### src/rtl/memory_stage.sv
// Memory-access stage: issues loads/stores on a req/gnt/rvalid port and formats load data into MD.
// Latency is 1 cycle for non-memory ops and gnt/rvalid bound for memory ops; ED is stalled until the access completes and writeback can accept it.
module memory_stage #(
  parameter int XLEN        = 32,
  parameter int PC_WIDTH    = 32,
  parameter int INSTR_WIDTH = 32,
  parameter logic [PC_WIDTH-1:0]    NOP_PC     = '0,
  parameter logic [INSTR_WIDTH-1:0] NOP_INSTR  = INSTR_WIDTH'(32'h0000_0013),
  parameter logic                   NOP_COMMIT = 1'b0
) (
  input  logic                   clk_i,
  input  logic                   rst,
  input  logic                   execute_vaild_i,
  input  logic [4:0]             ED_load_op_i,
  input  logic [2:0]             ED_store_op_i,
  input  logic                   ED_sel_reg_i,
  input  logic [XLEN-1:0]        ED_valE_i,
  input  logic [XLEN-1:0]        ED_rs2_data_i,
  input  logic                   ED_need_dstE_i,
  input  logic [4:0]             ED_dstE_i,
  input  logic [PC_WIDTH-1:0]    ED_PC_i,
  input  logic [INSTR_WIDTH-1:0] ED_instr_i,
  input  logic                   ED_commit_i,
  input  logic                   writeback_allow_in_i,
  output logic                   dmem_req_o,
  output logic                   dmem_we_o,
  output logic [XLEN-1:0]        dmem_addr_o,
  output logic [XLEN-1:0]        dmem_wdata_o,
  output logic [3:0]             dmem_be_o,
  input  logic                   dmem_gnt_i,
  input  logic                   dmem_rvalid_i,
  input  logic [XLEN-1:0]        dmem_rdata_i,
  output logic                   memory_allow_in_o,
  output logic                   memory_busy_o,
  output logic                   memory_vaild_o,
  output logic [XLEN-1:0]        MD_valW_o,
  output logic                   MD_need_dstE_o,
  output logic [4:0]             MD_dstE_o,
  output logic [PC_WIDTH-1:0]    MD_PC_o,
  output logic [INSTR_WIDTH-1:0] MD_instr_o,
  output logic                   MD_commit_o
);

  typedef enum logic [1:0] {S_IDLE, S_WAIT_GNT, S_WAIT_RV, S_HOLD} state_t;

  state_t           state_q, state_d;
  logic             is_load, is_store, mem_op, load_vld, done;
  logic [XLEN-1:0]  hold_q, load_raw, load_shifted, load_fmt, valw;
  logic [4:0]       shamt;

  assign is_load  = |ED_load_op_i;
  assign is_store = |ED_store_op_i;
  assign mem_op   = execute_vaild_i & (is_load | is_store);
  assign load_vld = execute_vaild_i & is_load;

  assign dmem_req_o  = mem_op & ((state_q == S_IDLE) | (state_q == S_WAIT_GNT));
  assign dmem_we_o   = is_store;
  assign dmem_addr_o = {ED_valE_i[XLEN-1:2], 2'b00};

  always_comb begin
    dmem_be_o    = 4'b0000;
    dmem_wdata_o = ED_rs2_data_i;
    if (ED_store_op_i[0]) begin
      dmem_be_o    = 4'b0001 << ED_valE_i[1:0];
      dmem_wdata_o = {4{ED_rs2_data_i[7:0]}};
    end else if (ED_store_op_i[1]) begin
      dmem_be_o    = 4'b0011 << {ED_valE_i[1], 1'b0};
      dmem_wdata_o = {2{ED_rs2_data_i[15:0]}};
    end else if (ED_store_op_i[2] | is_load) begin
      dmem_be_o    = 4'b1111;
    end
  end

  always_comb begin
    state_d       = state_q;
    done          = 1'b0;
    memory_busy_o = 1'b0;
    case (state_q)
      S_IDLE, S_WAIT_GNT: begin
        done = execute_vaild_i & ~(is_load | is_store);
        if (dmem_req_o) begin
          memory_busy_o = load_vld;
          if (!dmem_gnt_i) begin
            state_d = S_WAIT_GNT;
          end else if (is_load) begin
            state_d = S_WAIT_RV;
          end else begin
            done    = 1'b1;
            state_d = writeback_allow_in_i ? S_IDLE : S_HOLD;
          end
        end else begin
          state_d = S_IDLE;
        end
      end
      S_WAIT_RV: begin
        memory_busy_o = load_vld;
        if (dmem_rvalid_i) begin
          done    = 1'b1;
          state_d = writeback_allow_in_i ? S_IDLE : S_HOLD;
        end
      end
      S_HOLD: begin
        done = 1'b1;
        if (writeback_allow_in_i) state_d = S_IDLE;
      end
      default: state_d = S_IDLE;
    endcase
  end

  assign memory_allow_in_o = ~execute_vaild_i | (done & writeback_allow_in_i);

  // Once parked in HOLD the memory bus may carry anything, so use the captured word.
  always_comb begin
    load_raw = (state_q == S_HOLD) ? hold_q : dmem_rdata_i;
    if (ED_load_op_i[3] | ED_load_op_i[4]) shamt = {ED_valE_i[1], 4'b0000};
    else if (ED_load_op_i[2])              shamt = 5'd0;
    else                                   shamt = {ED_valE_i[1:0], 3'b000};
    load_shifted = load_raw >> shamt;
    load_fmt     = load_shifted;
    if (ED_load_op_i[0])      load_fmt = {{(XLEN-8){load_shifted[7]}}, load_shifted[7:0]};
    else if (ED_load_op_i[1]) load_fmt = {{(XLEN-16){load_shifted[15]}}, load_shifted[15:0]};
    else if (ED_load_op_i[3]) load_fmt = {{(XLEN-8){1'b0}}, load_shifted[7:0]};
    else if (ED_load_op_i[4]) load_fmt = {{(XLEN-16){1'b0}}, load_shifted[15:0]};
    valw = ED_sel_reg_i ? load_fmt : ED_valE_i;
  end

  always_ff @(posedge clk_i) begin
    if (rst) state_q <= S_IDLE;
    else     state_q <= state_d;
  end

  always_ff @(posedge clk_i) begin
    if (rst) begin
      hold_q         <= '0;
      memory_vaild_o <= 1'b0;
      MD_valW_o      <= '0;
      MD_need_dstE_o <= 1'b0;
      MD_dstE_o      <= '0;
      MD_PC_o        <= NOP_PC;
      MD_instr_o     <= NOP_INSTR;
      MD_commit_o    <= NOP_COMMIT;
    end else begin
      if ((state_q == S_WAIT_RV) && dmem_rvalid_i) hold_q <= dmem_rdata_i;
      if (memory_allow_in_o && execute_vaild_i) begin
        memory_vaild_o <= 1'b1;
        MD_valW_o      <= valw;
        MD_need_dstE_o <= ED_need_dstE_i;
        MD_dstE_o      <= ED_dstE_i;
        MD_PC_o        <= ED_PC_i;
        MD_instr_o     <= ED_instr_i;
        MD_commit_o    <= ED_commit_i;
      end else if (writeback_allow_in_i) begin
        memory_vaild_o <= 1'b0;
        MD_valW_o      <= '0;
        MD_need_dstE_o <= 1'b0;
        MD_dstE_o      <= '0;
        MD_PC_o        <= NOP_PC;
        MD_instr_o     <= NOP_INSTR;
        MD_commit_o    <= NOP_COMMIT;
      end
    end
  end

endmodule

### config.mk
export PLATFORM = sky130hd
export DESIGN_NAME = memory_stage
export DESIGN_NICKNAME = d
export VERILOG_FILES = /design/src/rtl/memory_stage.sv
export SDC_FILE = /design/constraint.sdc
export NUM_CORES = 1
export LEC_CHECK = 0
export ABC_AREA = 0
export CORE_AREA = 3 3 138 140
export CTS_BUF_LIST = sky130_fd_sc_hd__clkbuf_2
export DETAILED_ROUTE_END_ITERATION = 12
export DIE_AREA = 0 0 141 143
export PLACE_DENSITY_LB_ADDON = 0.25
export SLEW_MARGIN = 20
export SYNTH_ARGS = -nofsm -noshare
export SYNTH_HDL_FRONTEND = slang
export SYNTH_SLANG_ARGS = --single-unit
### constraint.sdc
create_clock -name clk_i -period 4 [get_ports clk_i]
set_input_delay 0.6 -clock clk_i [delete_from_list [all_inputs] [get_ports clk_i]]
set_output_delay 0.6 -clock clk_i [all_outputs]
set_load 0.005 [all_outputs]
### Word level (Yosys, flattened, before mapping)

Index checks and enable logic that the tools add are counted.

* register bits after elaboration: 138
* bits in latches: 0
* memory bits (writable): 0
* bits in read-only memories: 0
* input port bits: 182
* output and inout bits: 176
* logic and storage cells: 75
* memories: 0

* add/subtract/negate cells: 0
* multipliers: 0
* div/mod/pow operators: 0
* magnitude comparators: 0
* equal/unequal tests: 5
* shifts and indexed selects: 3
* muxes and demuxes: 38
* bitwise gates (word level): 12
* reduce and logical (&&, ||, !) cells: 8

Operators by type and width (count)
* $mux W32: 13
* $shr A32 B5 Y32: 1
* $mux W5: 4
* $mux W2: 6
* $mux W4: 3
* $mux W1: 9
* $pmux W2 S3: 1
* $and A1 B1 Y1: 5
* $or A1 B1 Y1: 5
* $reduce_or A5 Y1: 1
* $eq A2 B2 Y1 const B: 2
* $ne A2 B2 Y1 const B: 2
* $shl A1 B2 Y4 const A: 1
* $shl A2 B2 Y4 const A: 1
* $pmux W1 S3: 1
* $reduce_or A3 Y1: 1
* $eq A2 B1 Y1 const B: 1
* $logic_and A1 B1 Y1: 2
* $logic_not A2 Y1: 1
* $not A1 Y1: 2
* $pmux W1 S2: 1
* $reduce_and A2 Y1: 1
* $reduce_bool A2 Y1: 1
* $reduce_or A2 Y1: 1

### Logic depth before layout (Yosys ltp)

Gate-level depths: netlist of run 1.

* depth after elaboration: 12
* mapped depth: 8

### Least setup slack after synthesis of run 1

OpenSTA, ideal clock, no wires.

* path kind: input to output
* from: input ED_store_op_i[1]
* to: output dmem_wdata_o[16]
* data arrival time: 1705 ps
* required time: 3400 ps
* path slack: 1695 ps
* stages: 3
* cells stage by stage: clkbuf_1 nor2_1 mux2_2

* longest elaborated chain between the ends: 2

RTL lines
* from (decl): line 15 `input logic [2:0] ED_store_op_i,`
* $mux W32: line 66 `end else if (ED_store_op_i[1]) begin`
* $mux W32: line 63 `if (ED_store_op_i[0]) begin`
* to (decl): line 28 `output logic [XLEN-1:0] dmem_wdata_o,`

Every way passes these cells.

### Worst setup path after layout of run 1

* from: input ED_store_op_i[0]
* to: output memory_allow_in_o

* longest elaborated chain between the ends: 10

RTL lines
* $reduce_or A3 Y1 (*): line 52 `assign is_store = |ED_store_op_i;`
* $or A1 B1 Y1 (*): line 53, 80
* $not A1 Y1: line 80 `done = execute_vaild_i & ~(is_load | is_store);`
* $and A1 B1 Y1: line 80
* $mux W1: line 85 `end else if (is_load) begin`
* $mux W1: line 83 `if (!dmem_gnt_i) begin`
* $mux W1 (*): line 81 `if (dmem_req_o) begin`
* $pmux W1 S3 (*): line 78 `case (state_q)`
* $and A1 B1 Y1 (*): line 110 `assign memory_allow_in_o = ~execute_vaild_i | (done & writeback_allow_in_i);`
* $or A1 B1 Y1 (*): line 110
* to (decl): line 33 `output logic memory_allow_in_o,`

Every way passes the cells marked *; elsewhere a longest branch is shown, timed or not.

==> results.toml, run 1 <==
[run_status]
status = "complete, no violations"

[floorplan]
dieArea_um2 = 20200
die_x_um = 141
pin_count = 358
dieHeight_um = 143
start_util_pct = 37.5
rows = 49
core-area_um2 = 18000

[critical_path]
cp_slowest_cell = "nor3_1"
rrSetupSlack_ns = 1.66
crit_path_frequent_cell = "nand2_1"
cp_slowest_stage_delay_ns = 0.52
crit_arrival_ns = 2.81
endpoint_kind = "output pin"
cp-start-kind = "input pin"
cp_max_fo = 5
r2r_cells = 5
crit_path_cell_trace = "clkdlybuf4s50_1 > nor3_1 > o2111ai_1 > nand2_1 > nand2_1 > nand2_1 > clkdlybuf4s50_1"
crit_type = "input pin to output pin"
cp.required_ns = 3.40

[power_and_ir_drop]
switching_share_pct = 27.8
power_switching_mw = 0.796
ir_drop_mv = 0.163
p_seq_share_pct = 49.3
p_per_area_nw_per_um2 = 274
p_int_mw = 2.07
leakage_nw = 3.72
fin_total_pwr_mw = 2.86
pwr-share-comb_pct = 19.4
clockPowerShare_pct = 31.4

[timing]
max_freq_mhz = 293
drv_slew = 0
clock_skew_ns = 0.0402
slew_headroom_pct = 36.6
setup_tns_ns = 0
whs_ns = 0.285
finalCritPeriodShare_pct = 85.3
tightest_slew_ns = 0.943
finalCriticalPeriod_ns = 3.41
rsz0062_at_grt = "false"
hold_viol = 0
setup_violations = 0

[clock_tree]
insertion_delay_ns = 0.71
cts_setup_buffers = 0
cts_tree = "built"
htreeDepth = 4
numCtsBuffers = 17
cts_max_path_buffers = 2
cts_root_buf = "clkbuf_2"
clock_sinks = 138
hold_buffers = 0
path_clk_slew_ns = 0.24
cts_resized = 0

[drt]
vias_per_cell = 5.09
antenna_left = 0
met3WireLength_mm = 2.43
wl_met2_mm = 11.5
detail_route.iter0.violations = 531
firstDrtPassIters = 5
drc = 0
wl_mm = 24.0
top_layer = "met4"
m1WireLength_mm = 9.65
wl_per_cell_um = 16.9
vias = 7216

[synth]
synthCells = 885
syn_avg_cell_area_um2 = 7.60
synth_seq_cells = 138
ys_seq_area_share_pct = 41.1
syn_area_um2 = 6730
synth_edf_count = 0
yosys_warnings = 0
async_flop_share_pct = 0
synth_flop_cell = "dfxtp_1"
yosysUniqueCellTypes = 46

[final_layout]
fin_util_pct = 58.1
drive_gt1_share_pct = 6.57
final_cells = 1419
area_delta_synth_final_pct = 55.2
layout.nets = 1358

[place]
numPortBuffers = 355
placedCellCount = 1386
gp_congestion = 0.884
detailedPlacementHpwl_mm = 18.2

[min_path]
hold_class = "input pin to flop"
whs_path_depth = 2

[grt]
grt_pass1_vias = 6760
grt_overflow = 0
grt_pass1_wl_mm = 36.5
antenna_found_initial = 2
grt_max_degree = 77
grt_util_all_layers_pct = 22.7

[flow_run]
maxCapViolCount = 0
## path summary, 6_finish.rpt
kind                     from           endpoint
max reg2reg        state_q[1]      MD_valW_o[17]
min reg2reg    MD_instr_o[21]     MD_instr_o[21]
min                       rst         hold_q[16]
max          ED_store_op_i[0]  memory_allow_in_o
## metal layers
| layer | global-route usage (%) | vias up |
|---|---|---|
| met5 | 0 | - |
| met4 | 6.37 | 0 |
| met3 | 8.41 | 30 |
| met2 | 38.0 | 324 |
| met1 | 27.6 | 3270 |
| li1 | - | 3592 |
## placed cells by master (no fill, tap or decap), drive strengths merged, types with 3 or more instances in the layout
cell type | Yosys | routed
mux2 | 8 | 8
clkbuf | 44 | 17
o2111ai | 3 | 3
o21ai | 64 | 64
bufinv | 0 | 3
buf | 57 | 18
a21oi | 128 | 128
o22ai | 8 | 8
a221oi | 3 | 3
nor2 | 23 | 23
clkinv | 0 | 7
nand2 | 280 | 280
inv | 16 | 18
mux4 | 9 | 9
nor3 | 4 | 4
a2111oi | 3 | 3
mux2i | 15 | 15
clkdlybuf4s50 | 0 | 354
o21bai | 3 | 3
a222oi | 7 | 7
nor2b | 5 | 5
dfxtp | 138 | 138
and3 | 6 | 6
o31ai | 15 | 15
a22oi | 23 | 23
## cell type report
class                   count  area [um^2]
diodes                      2         5.00
clock buffers              17         85.1
clock inverters            14          173
fillers                  1658         7520
inverters                  16         60.1
multi-input cells         631         3380
flip-flops and latches    138         2760
well taps                 229          287
repair buffers            372         3690
## flip-flops by register name (all words and copies together) (netlist names)
register	count
MD_valW_o	32
MD_need_dstE_o	1
memory_vaild_o	1
MD_dstE_o	5
state_q	2
hold_q	32
MD_commit_o	1
MD_instr_o	32
MD_PC_o	32
## power by group through the flow
stage / registers, mW / clock network (mW) / logic [mW]
after detailed placement: 1.44 / 0 / 0.553
after global routing: 1.41 / 0.971 / 0.596
after CTS: 1.41 / 0.927 / 0.555
after floorplan: 1.43 / 0 / 0.217
after global placement: 1.44 / 0 / 0.550
final: 1.41 / 0.898 / 0.554
## worst max-delay path: cells and delay by family
kind,cells,cell delay (ns)
simple gates,4,0.83
buf+inv,2,0.98
compound gates,1,0.41
## metrics by stage
stage / worst slack (ns) / area (um^2)
global route: 0.451 / 10400
detailed placement: 0.586 / 10200
CTS: 0.598 / 10400
floorplan: 1.69 / 6730
finish: 0.586 / 10400
global placement: 0.684 / 10200
## cells in the mapped netlist, types with 4 or more instances
cell type / number / area [um^2]
a21oi_1: 128 / 641
a222oi_1: 7 / 70.1
a22oi_1: 23 / 173
and3_1: 6 / 37.5
buf_2: 15 / 75.1
buf_4: 41 / 308
clkbuf_1: 44 / 165
dfxtp_1: 138 / 2760
inv_1: 15 / 56.3
mux2_2: 8 / 90.1
mux2i_1: 15 / 150
mux4_2: 9 / 203
nand2_1: 279 / 1050
nor2_1: 23 / 86.3
nor2b_1: 5 / 31.3
nor3_1: 4 / 20.0
o21ai_0: 53 / 265
o21ai_1: 11 / 55.1
o22ai_1: 8 / 50.1
o31ai_1: 15 / 113
## kinds of logic after synthesis
family                 after synthesis  synth area share (%)
and+or+nand+nor                    329                  19.6
AOI/OAI and AO/OA                  268                  23.6
DFF                                138                  41.1
buffers and inverters              117                  9.09
muxes                               32                  6.58
other                                1                0.0557
No activity file was read; power rests on OpenSTA's default activity.
==> run 2: changes to the inputs <==
CTS_CLUSTER_SIZE = 25   (was unset)
==> results of run 2 <==
No change in the layout: final DEF, timing and power equal those of run 1.
